===== src/rtl/ram_bist_ctrl.sv =====
// ram_bist_ctrl: march-style built-in self-test initiator for a single-port
// synchronous RAM. A start pulse in IDLE runs three passes: ascending fill
// with E(a) = PATTERN ^ a, ascending read/compare with inverse write-back,
// then descending verify of the inverse. Every output comes straight from a
// register, so output next-values are derived from the FSM's next state.
module ram_bist_ctrl #(
    parameter int                ADDR_W  = 4,
    parameter int                DATA_W  = 8,
    parameter logic [DATA_W-1:0] PATTERN = 8'hA5
) (
    input  logic              clk,
    input  logic              rst,
    input  logic              start,
    output logic              ram_we,
    output logic [ADDR_W-1:0] ram_addr,
    output logic [DATA_W-1:0] ram_din,
    input  logic [DATA_W-1:0] ram_dout,
    output logic              busy,
    output logic              done,
    output logic              pass,
    output logic [ADDR_W+1:0] err_count,
    output logic              fail_valid,
    output logic [ADDR_W-1:0] fail_addr
);

    localparam int CNT_W = ADDR_W + 2;
    localparam logic [ADDR_W-1:0] LAST_ADDR = '1;
    localparam logic [CNT_W-1:0]  CNT_MAX   = '1;

    typedef enum logic [2:0] {
        S_IDLE,
        S_FILL,
        S_RD1,
        S_CMP1,
        S_RD2,
        S_CMP2,
        S_FIN
    } state_e;

    state_e              state_q, state_d;
    logic [ADDR_W-1:0]   a_q, a_d;

    logic                ram_we_q, ram_we_d;
    logic [ADDR_W-1:0]   ram_addr_q, ram_addr_d;
    logic [DATA_W-1:0]   ram_din_q, ram_din_d;
    logic                busy_q, busy_d;
    logic                done_q, done_d;
    logic                pass_q, pass_d;
    logic [CNT_W-1:0]    err_count_q, err_count_d;
    logic                fail_valid_q, fail_valid_d;
    logic [ADDR_W-1:0]   fail_addr_q, fail_addr_d;

    logic                mismatch;

    // Background pattern for address a: PATTERN XOR zero-extended a.
    function automatic logic [DATA_W-1:0] expected_data(input logic [ADDR_W-1:0] addr);
        return PATTERN ^ DATA_W'(addr);
    endfunction

    // State and address counter register; synchronous reset returns to IDLE.
    // NOTE: sequential state is updated with non-blocking assignments so every
    // flop samples the pre-edge values regardless of statement order.
    always_ff @(posedge clk) begin
        if (rst) begin
            state_q <= S_IDLE;
            a_q     <= '0;
        end else begin
            state_q <= state_d;
            a_q     <= a_d;
        end
    end

    // Next-state and address sequencing for the three march passes.
    // NOTE: every variable gets a default first so no path leaves it
    // unassigned, which would otherwise infer a latch.
    always_comb begin
        state_d = state_q;
        a_d     = a_q;
        unique case (state_q)
            S_IDLE: begin
                if (start) begin
                    state_d = S_FILL;
                    a_d     = '0;
                end
            end
            S_FILL: begin
                if (a_q == LAST_ADDR) begin
                    state_d = S_RD1;
                    a_d     = '0;
                end else begin
                    a_d = a_q + ADDR_W'(1);
                end
            end
            S_RD1: state_d = S_CMP1;
            S_CMP1: begin
                // The final address ends the pass; a_q never wraps.
                if (a_q == LAST_ADDR) begin
                    state_d = S_RD2;
                    a_d     = LAST_ADDR;
                end else begin
                    state_d = S_RD1;
                    a_d     = a_q + ADDR_W'(1);
                end
            end
            S_RD2: state_d = S_CMP2;
            S_CMP2: begin
                if (a_q == '0) begin
                    state_d = S_FIN;
                end else begin
                    state_d = S_RD2;
                    a_d     = a_q - ADDR_W'(1);
                end
            end
            S_FIN:   state_d = S_IDLE;
            default: state_d = S_IDLE;
        endcase
    end

    // Compare read data against the value the current pass expects.
    always_comb begin
        mismatch = 1'b0;
        if (state_q == S_CMP1) begin
            mismatch = (ram_dout != expected_data(a_q));
        end else if (state_q == S_CMP2) begin
            mismatch = (ram_dout != ~expected_data(a_q));
        end
    end

    // Output next-values: RAM port follows the upcoming state, results are
    // cleared on an accepted start and updated on each mismatch.
    always_comb begin
        ram_we_d     = 1'b0;
        ram_addr_d   = '0;
        ram_din_d    = '0;
        busy_d       = 1'b0;
        done_d       = 1'b0;
        pass_d       = pass_q;
        err_count_d  = err_count_q;
        fail_valid_d = fail_valid_q;
        fail_addr_d  = fail_addr_q;

        unique case (state_d)
            S_FILL: begin
                ram_we_d   = 1'b1;
                ram_addr_d = a_d;
                ram_din_d  = expected_data(a_d);
                busy_d     = 1'b1;
            end
            S_CMP1: begin
                ram_we_d   = 1'b1;
                ram_addr_d = a_d;
                ram_din_d  = ~expected_data(a_d);
                busy_d     = 1'b1;
            end
            S_RD1, S_RD2, S_CMP2: begin
                ram_addr_d = a_d;
                busy_d     = 1'b1;
            end
            S_FIN:   done_d = 1'b1;
            default: ;
        endcase

        if (state_q == S_IDLE && start) begin
            err_count_d  = '0;
            fail_valid_d = 1'b0;
            fail_addr_d  = '0;
            pass_d       = 1'b0;
        end

        if (mismatch) begin
            if (err_count_q != CNT_MAX) begin
                err_count_d = err_count_q + CNT_W'(1);
            end
            if (!fail_valid_q) begin
                fail_valid_d = 1'b1;
                fail_addr_d  = a_q;
            end
        end

        // Uses the updated count so the last compare of pass 3 is included.
        if (state_d == S_FIN) begin
            pass_d = (err_count_d == '0);
        end
    end

    // Output registers; reset drops the RAM write enable at the next edge.
    always_ff @(posedge clk) begin
        if (rst) begin
            ram_we_q     <= 1'b0;
            ram_addr_q   <= '0;
            ram_din_q    <= '0;
            busy_q       <= 1'b0;
            done_q       <= 1'b0;
            pass_q       <= 1'b0;
            err_count_q  <= '0;
            fail_valid_q <= 1'b0;
            fail_addr_q  <= '0;
        end else begin
            ram_we_q     <= ram_we_d;
            ram_addr_q   <= ram_addr_d;
            ram_din_q    <= ram_din_d;
            busy_q       <= busy_d;
            done_q       <= done_d;
            pass_q       <= pass_d;
            err_count_q  <= err_count_d;
            fail_valid_q <= fail_valid_d;
            fail_addr_q  <= fail_addr_d;
        end
    end

    assign ram_we     = ram_we_q;
    assign ram_addr   = ram_addr_q;
    assign ram_din    = ram_din_q;
    assign busy       = busy_q;
    assign done       = done_q;
    assign pass       = pass_q;
    assign err_count  = err_count_q;
    assign fail_valid = fail_valid_q;
    assign fail_addr  = fail_addr_q;

endmodule


===== config.mk =====
export PLATFORM = sky130hd
export DESIGN_NAME = ram_bist_ctrl
export DESIGN_NICKNAME = d
export VERILOG_FILES = /design/src/rtl/ram_bist_ctrl.sv
export SDC_FILE = /design/constraint.sdc
export NUM_CORES = 1
export LEC_CHECK = 0
export BUFFER_PORTS_ARGS = -buffer_cell sky130_fd_sc_hd__buf_4
export CAP_MARGIN = 20
export CORE_MARGIN = 4
export CORE_UTILIZATION = 57
export CTS_CLUSTER_DIAMETER = 50
export DETAILED_ROUTE_END_ITERATION = 12
export GPL_ROUTABILITY_DRIVEN = 0
export PLACE_DENSITY = 0.83
export SLEW_MARGIN = 15
export SYNTH_ARGS = -nofsm -noshare
export SYNTH_HDL_FRONTEND = slang
export SYNTH_SLANG_ARGS = --single-unit

===== constraint.sdc =====
create_clock -name clk -period 3.8 [get_ports clk]
set_input_delay 0.38 -clock clk [delete_from_list [all_inputs] [get_ports clk]]
set_output_delay 0.38 -clock clk [all_outputs]
set_load 0.02 [all_outputs]

* Word-level counts from Yosys, hierarchy flattened
Cells that the tools add are included.
** Storage, ports and cells
- Input port bits :: 11
- Word-level logic and storage cells :: 69
- Flip-flop bits (word level) :: 34
** Operators by class
- Eq/ne operators :: 15
- Bitwise gates (word level) :: 5
- $add $sub $neg :: 3
- Multiplexer cells :: 27
- Reductions and logical operators :: 8
** Operators with widths (count)
- two-way mux 4 bit :: 7
- two-way mux 6 bit :: 3
- one-hot mux 3 bit (6 select lines) :: 1
- inequality test 8 bit :: 2
- inverter 8 bit :: 2
- one-hot mux 4 bit (4 select lines) :: 1
- one-hot mux 8 bit (2 select lines) :: 1
- == test 3 bit, second input constant :: 5
- == test 3 x 2 -> 1 bit, second input constant :: 4
- two-way mux 1 bit :: 10
- two-way mux 3 bit :: 3
- inverter 2 -> 4 bit :: 2
- adder 6 x 1 -> 6 bit, second input constant :: 1
- == test 3 x 1 -> 1 bit, second input constant :: 2
- logical NOT 6 bit :: 1
- inequality test 6 bit, second input constant :: 1
- OR reduction 5 bit :: 1
- adder 4 x 1 -> 4 bit, second input constant :: 1
- == test 4 bit, second input constant :: 1
- logical NOT 4 bit :: 1
- OR reduction 2 bit :: 2
- subtractor 4 x 1 -> 4 bit, second input constant :: 1
- logical NOT 3 bit :: 1
- two-way mux 2 bit :: 1
- other kinds (3) :: 3

* Depth between registers and ports, before layout
- Depth in word-level cells :: 8
- Mapped depth :: 9
- Mapped depth without buffers :: 8

* Worst setup path after synthesis
Ideal clock, no wire load.
- Path kind :: register -> register
- Start point :: reg err_count_q[0] (netlist: err_count[0])
- End point :: reg pass_q (netlist: pass)
- Arrival time :: 2.129 ns
- Period minus slack after synthesis :: 2.225 ns
- Required time :: 3.704 ns
- Setup slack :: 1.575 ns
- Cell stages (with the launch flop) :: 7
- Buffers on the path :: 0
- Setup time :: 0.096 ns
- Path through :: dfxtp_1 > ha_1 > and2_0 > and2_1 > o311a_1 > or4_4 > o41ai_2
** On the way
- Longest elaborated chain between the ends :: 5
- Elaborated cells between the ends (all ways) :: 7
- Classes of those cells :: 1 x add/sub; 1 x eq/ne; 4 x mux; 1 x reduce/logical
** Ends and longest elaborated chain
- start, declared :: line 49 : logic [CNT_W-1:0] err_count_q, err_count_d;
- start signal, assigned :: line 205 : err_count_q <= err_count_d;
- adder 6 x 1 -> 6 bit, or another cell as far along :: line 172 : err_count_d = err_count_q + CNT_W'(1);
- two-way mux 6 bit :: line 171 : if (err_count_q != CNT_MAX) begin
- two-way mux 6 bit (*) :: line 170 : if (mismatch) begin
- logical NOT 6 bit (*) :: line 182 : pass_d = (err_count_d == '0);
- two-way mux 1 bit (*) :: line 181 : if (state_d == S_FIN) begin
- end signal, assigned :: line 204 : pass_q <= pass_d;
- end, declared :: line 48 : logic pass_q, pass_d;
Mark *: on every way between the ends. The rest lies on a longest branch, timed or not.
A chain may end at the register's enable or synchronous reset.

* Worst setup path after layout
- Start point :: reg state_q[2]
- End point :: reg pass_q (netlist: pass)
** On the way
- Longest elaborated chain between the ends :: 7
- Elaborated cells between the ends (all ways) :: 19
- Classes of those cells :: 6 x eq/ne; 9 x mux; 4 x reduce/logical
** Ends and longest elaborated chain
- start, declared :: line 40 : state_e state_q, state_d;
- start signal, assigned :: line 68 : state_q <= state_d;
- logical NOT 3 bit :: line 79, 163
- logical AND 1 bit :: line 163 : if (state_q == S_IDLE && start) begin
- two-way mux 6 bit :: line 163
- two-way mux 6 bit :: line 171
- two-way mux 6 bit :: line 170
- logical NOT 6 bit :: line 182
- two-way mux 1 bit :: line 181
Several ways; a longest one is shown, not always the timed one.

==> metrics.yaml <==
status: "complete, no violations"
slowest_stage: "dfxtp_1"
postCtsSetupRepairBufs: 0
maxSlewHeadroom_pct: 46.4
fp.dieArea_mm2: 0.00396
p_int_uw: 493
yosysWarnings: 0
critical_path_class: "register to register"
period_needed_ps: 2630
drive_gt1_share_pct: 22.6
wl_per_cell_um: 15.5
drt_wl_total_um: 4130
place_hpwl_um: 3040
hold_path.class: "input port to register"
dp.cells: 259
r2r_start: "state_q[2]"
crit_family: "simple AND/OR/NAND/NOR gates"
grt_pass1_vias: 1491
async_flop_share_pct: 0
antenna_found_initial: 0
grt_max_degree: 24
syn_area_per_cell_um2: 8.42
timing.critical_path.buf_inv: 0
path_cells: "nor2b_2 > or2_0 > o22ai_1 > nor4b_1 > or4_4 > o41ai_2"
multi_input_area_um2: 978
p_comb_share_pct: 14.4
rr_worst_depth: 6
ys_ff_latch: 32
setup_viol: 0
seqPwrFrac_pct: 53.8
syn-num-nets: 219
die_x_um: 62.9
cts_hold_buf: 0
yosysTopAreaCell: "dfxtp_1"
setup_tns_ps: 0
tightestPinTransition_ps: 798
p_clk_share_pct: 31.8
power_per_cell_area_mw_per_mm2: 327
fin_nets: 250
grt_pass1_wl_um: 7030
end_kind: "register"
n_antenna_cell: 0
drtAntennaViolNets: 0
rows: 19
critPathLaunch: "state_q[2]"
syn_inst: 204
reg2reg_slack_ps: 1170
drt_first_pass_iters: 4
drv_slew: 0
clockRootBuffer: "clkbuf_4"
fin_cells: 266
ctsResizeCount: 0
core_area_mm2: 0.00283
port_buffers: 37
power_uw: 664
synth_cell_types: 55
rsz0062_at_grt: "no"
routed_via_density: 6.06
yosysSeqAreaShare_pct: 37.3
ir_drop_mv: 0.171
crit_fanout: 16
p_sw_share_pct: 25.8
rr_endpoint: "pass"
via_count: 1613
netlist_area_mm2: 0.00172
h-tree-depth: 2
cts.path.max_buffers: 2
die_h_um: 62.9
cts_buffers: 5
worst_clock_skew_ps: 8.28
clock_latency_ps: 320
regArea_um2: 641
drt_iter0_markers: 106
syn2layout_area_growth_pct: 18.4
yosys.area.top_type_share_pct: 37.3
max-cap-violations: 0
clock_sinks: 32
slowest_delay_ps: 650
cp.depth: 6
critPathRequiredTime_ps: 4030
max_freq_mhz: 381
drc: 0
clkTransAtPathRegs_ps: 100
critPathCapture: "pass"
n_fill_cell: 218
power.switching_uw: 172
hold_violations: 0
pin_count: 38
cts_tree: "done"
synth_enable_flop_cells: 0
grt.overflow.total: 0
cp-start-kind: "register"
finalCritPeriodShare_pct: 69.1
grt_usage_pct: 21.9
fin_util_pct: 71.9
arrival_ps: 2860
synth_area_leaders: "dfxtp_1 (37%), a21oi_1 (4.7%), nor2_1 (3.7%)"
synth_ff_type: "dfxtp_1"
start_util_pct: 60.7
leakage_nw: 0.873
==> per-layer routing <==
layer  wire length, µm  GRT usage (%)  share of wire [%]  vias to the layer above
li1                  -              -                  -                      801
met5                 0              0                  0                        -
met3               308           5.94                7.5                        7
met1              1810           29.2                 44                      728
met4                46           7.16                1.1                        0
met2              1960           33.9                 48                       77
==> synth_stat cells, drive strengths merged, types with 2 or more instances <==
library cell,number
nand4,2
nor4,3
o21a,4
nor3,8
nor4b,2
o311a,2
nor4bb,2
a31o,2
ha,4
a31oi,3
a21oi,16
and3,2
inv,9
nor2b,4
clkbuf,7
or3,3
a2bb2oi,5
buf,6
nand3,6
dfxtp,32
xor2,6
a221oi,2
nor2,17
nand3b,5
o21ai,7
nor3b,2
nand2b,3
or2,3
nand2,11
o22ai,3
and2,5
o21ba,2
==> kinds of logic after synthesis <==
kind of cell | count (synthesis) | share of synthesized area [%]
fa+ha+maj | 5 | 3.50
mux | 2 | 1.24
flops | 32 | 37.3
simple gates | 81 | 26.3
compound gates | 55 | 22.4
buf+inv | 22 | 5.75
xor+xnor | 7 | 3.57
==> metrics by stage <==
step	setup slack, ps	cell area, µm²	hold WS [ps]
6_report	1170	2030	402
5_1_grt	956	2030	386
4_1_cts	1180	2030	389
3_5_place_dp	1200	1970	480
3_3_place_gp	1350	1970	474
2_1_floorplan	1580	1720	464
==> sequential cells by signal, summed over array words and instances, names as in the netlist, 3 cells and up <==
| signal | flops |
|---|---|
| a_q | 4 |
| err_count | 6 |
| state_q | 3 |
| ram_din | 6 |
| fail_addr | 4 |
| ram_addr | 4 |
==> how the worst min path moves through the flow <==
stage / start / slack [ps] / cells past startpoint / end
after floorplan: rst / 460 / 1 / a_q[2]
after global placement: fail_addr[3] / 470 / 2 / fail_addr[3]
after detailed placement: fail_addr[1] / 480 / 2 / fail_addr[1]
after CTS: rst / 390 / 2 / done
after global routing: rst / 390 / 2 / done
final: rst / 400 / 2 / state_q[2]
==> cell type report <==
cell class	instances	area share, %
Multi-Input combinational cell	150	48.1
Sequential cell	32	31.5
Timing Repair Buffer	37	13.7
Clock buffer	7	3.20
Tap cell	31	1.91
Inverter	9	1.66
==> power by group through the flow <==
stage	Clock [mW]	Sequential (mW)	Combinational, mW
floorplan	0	0.367	0.0603
CTS	0.214	0.357	0.0953
detailed placement	0	0.365	0.0943
finish	0.211	0.357	0.0959
global route	0.233	0.359	0.105
global placement	0	0.364	0.0925
==> worst reg2reg max path, stage by stage (launching register included) <==
cell	delay, ps
dfxtp_1	650
nor2b_2	140
or2_0	240
o22ai_1	490
nor4b_1	170
or4_4	570
o41ai_2	280
==> cells in the final DEF (no fill, tap or decap), drive strengths merged, types with 7 or more instances in the layout <==
cell	count
dfxtp	32
a21oi	16
nor3	8
buf	37
nor2	17
o21ai	7
nand2	11
inv	9
clkbuf	7
Note: power is estimated with default switching activity, not from simulation.
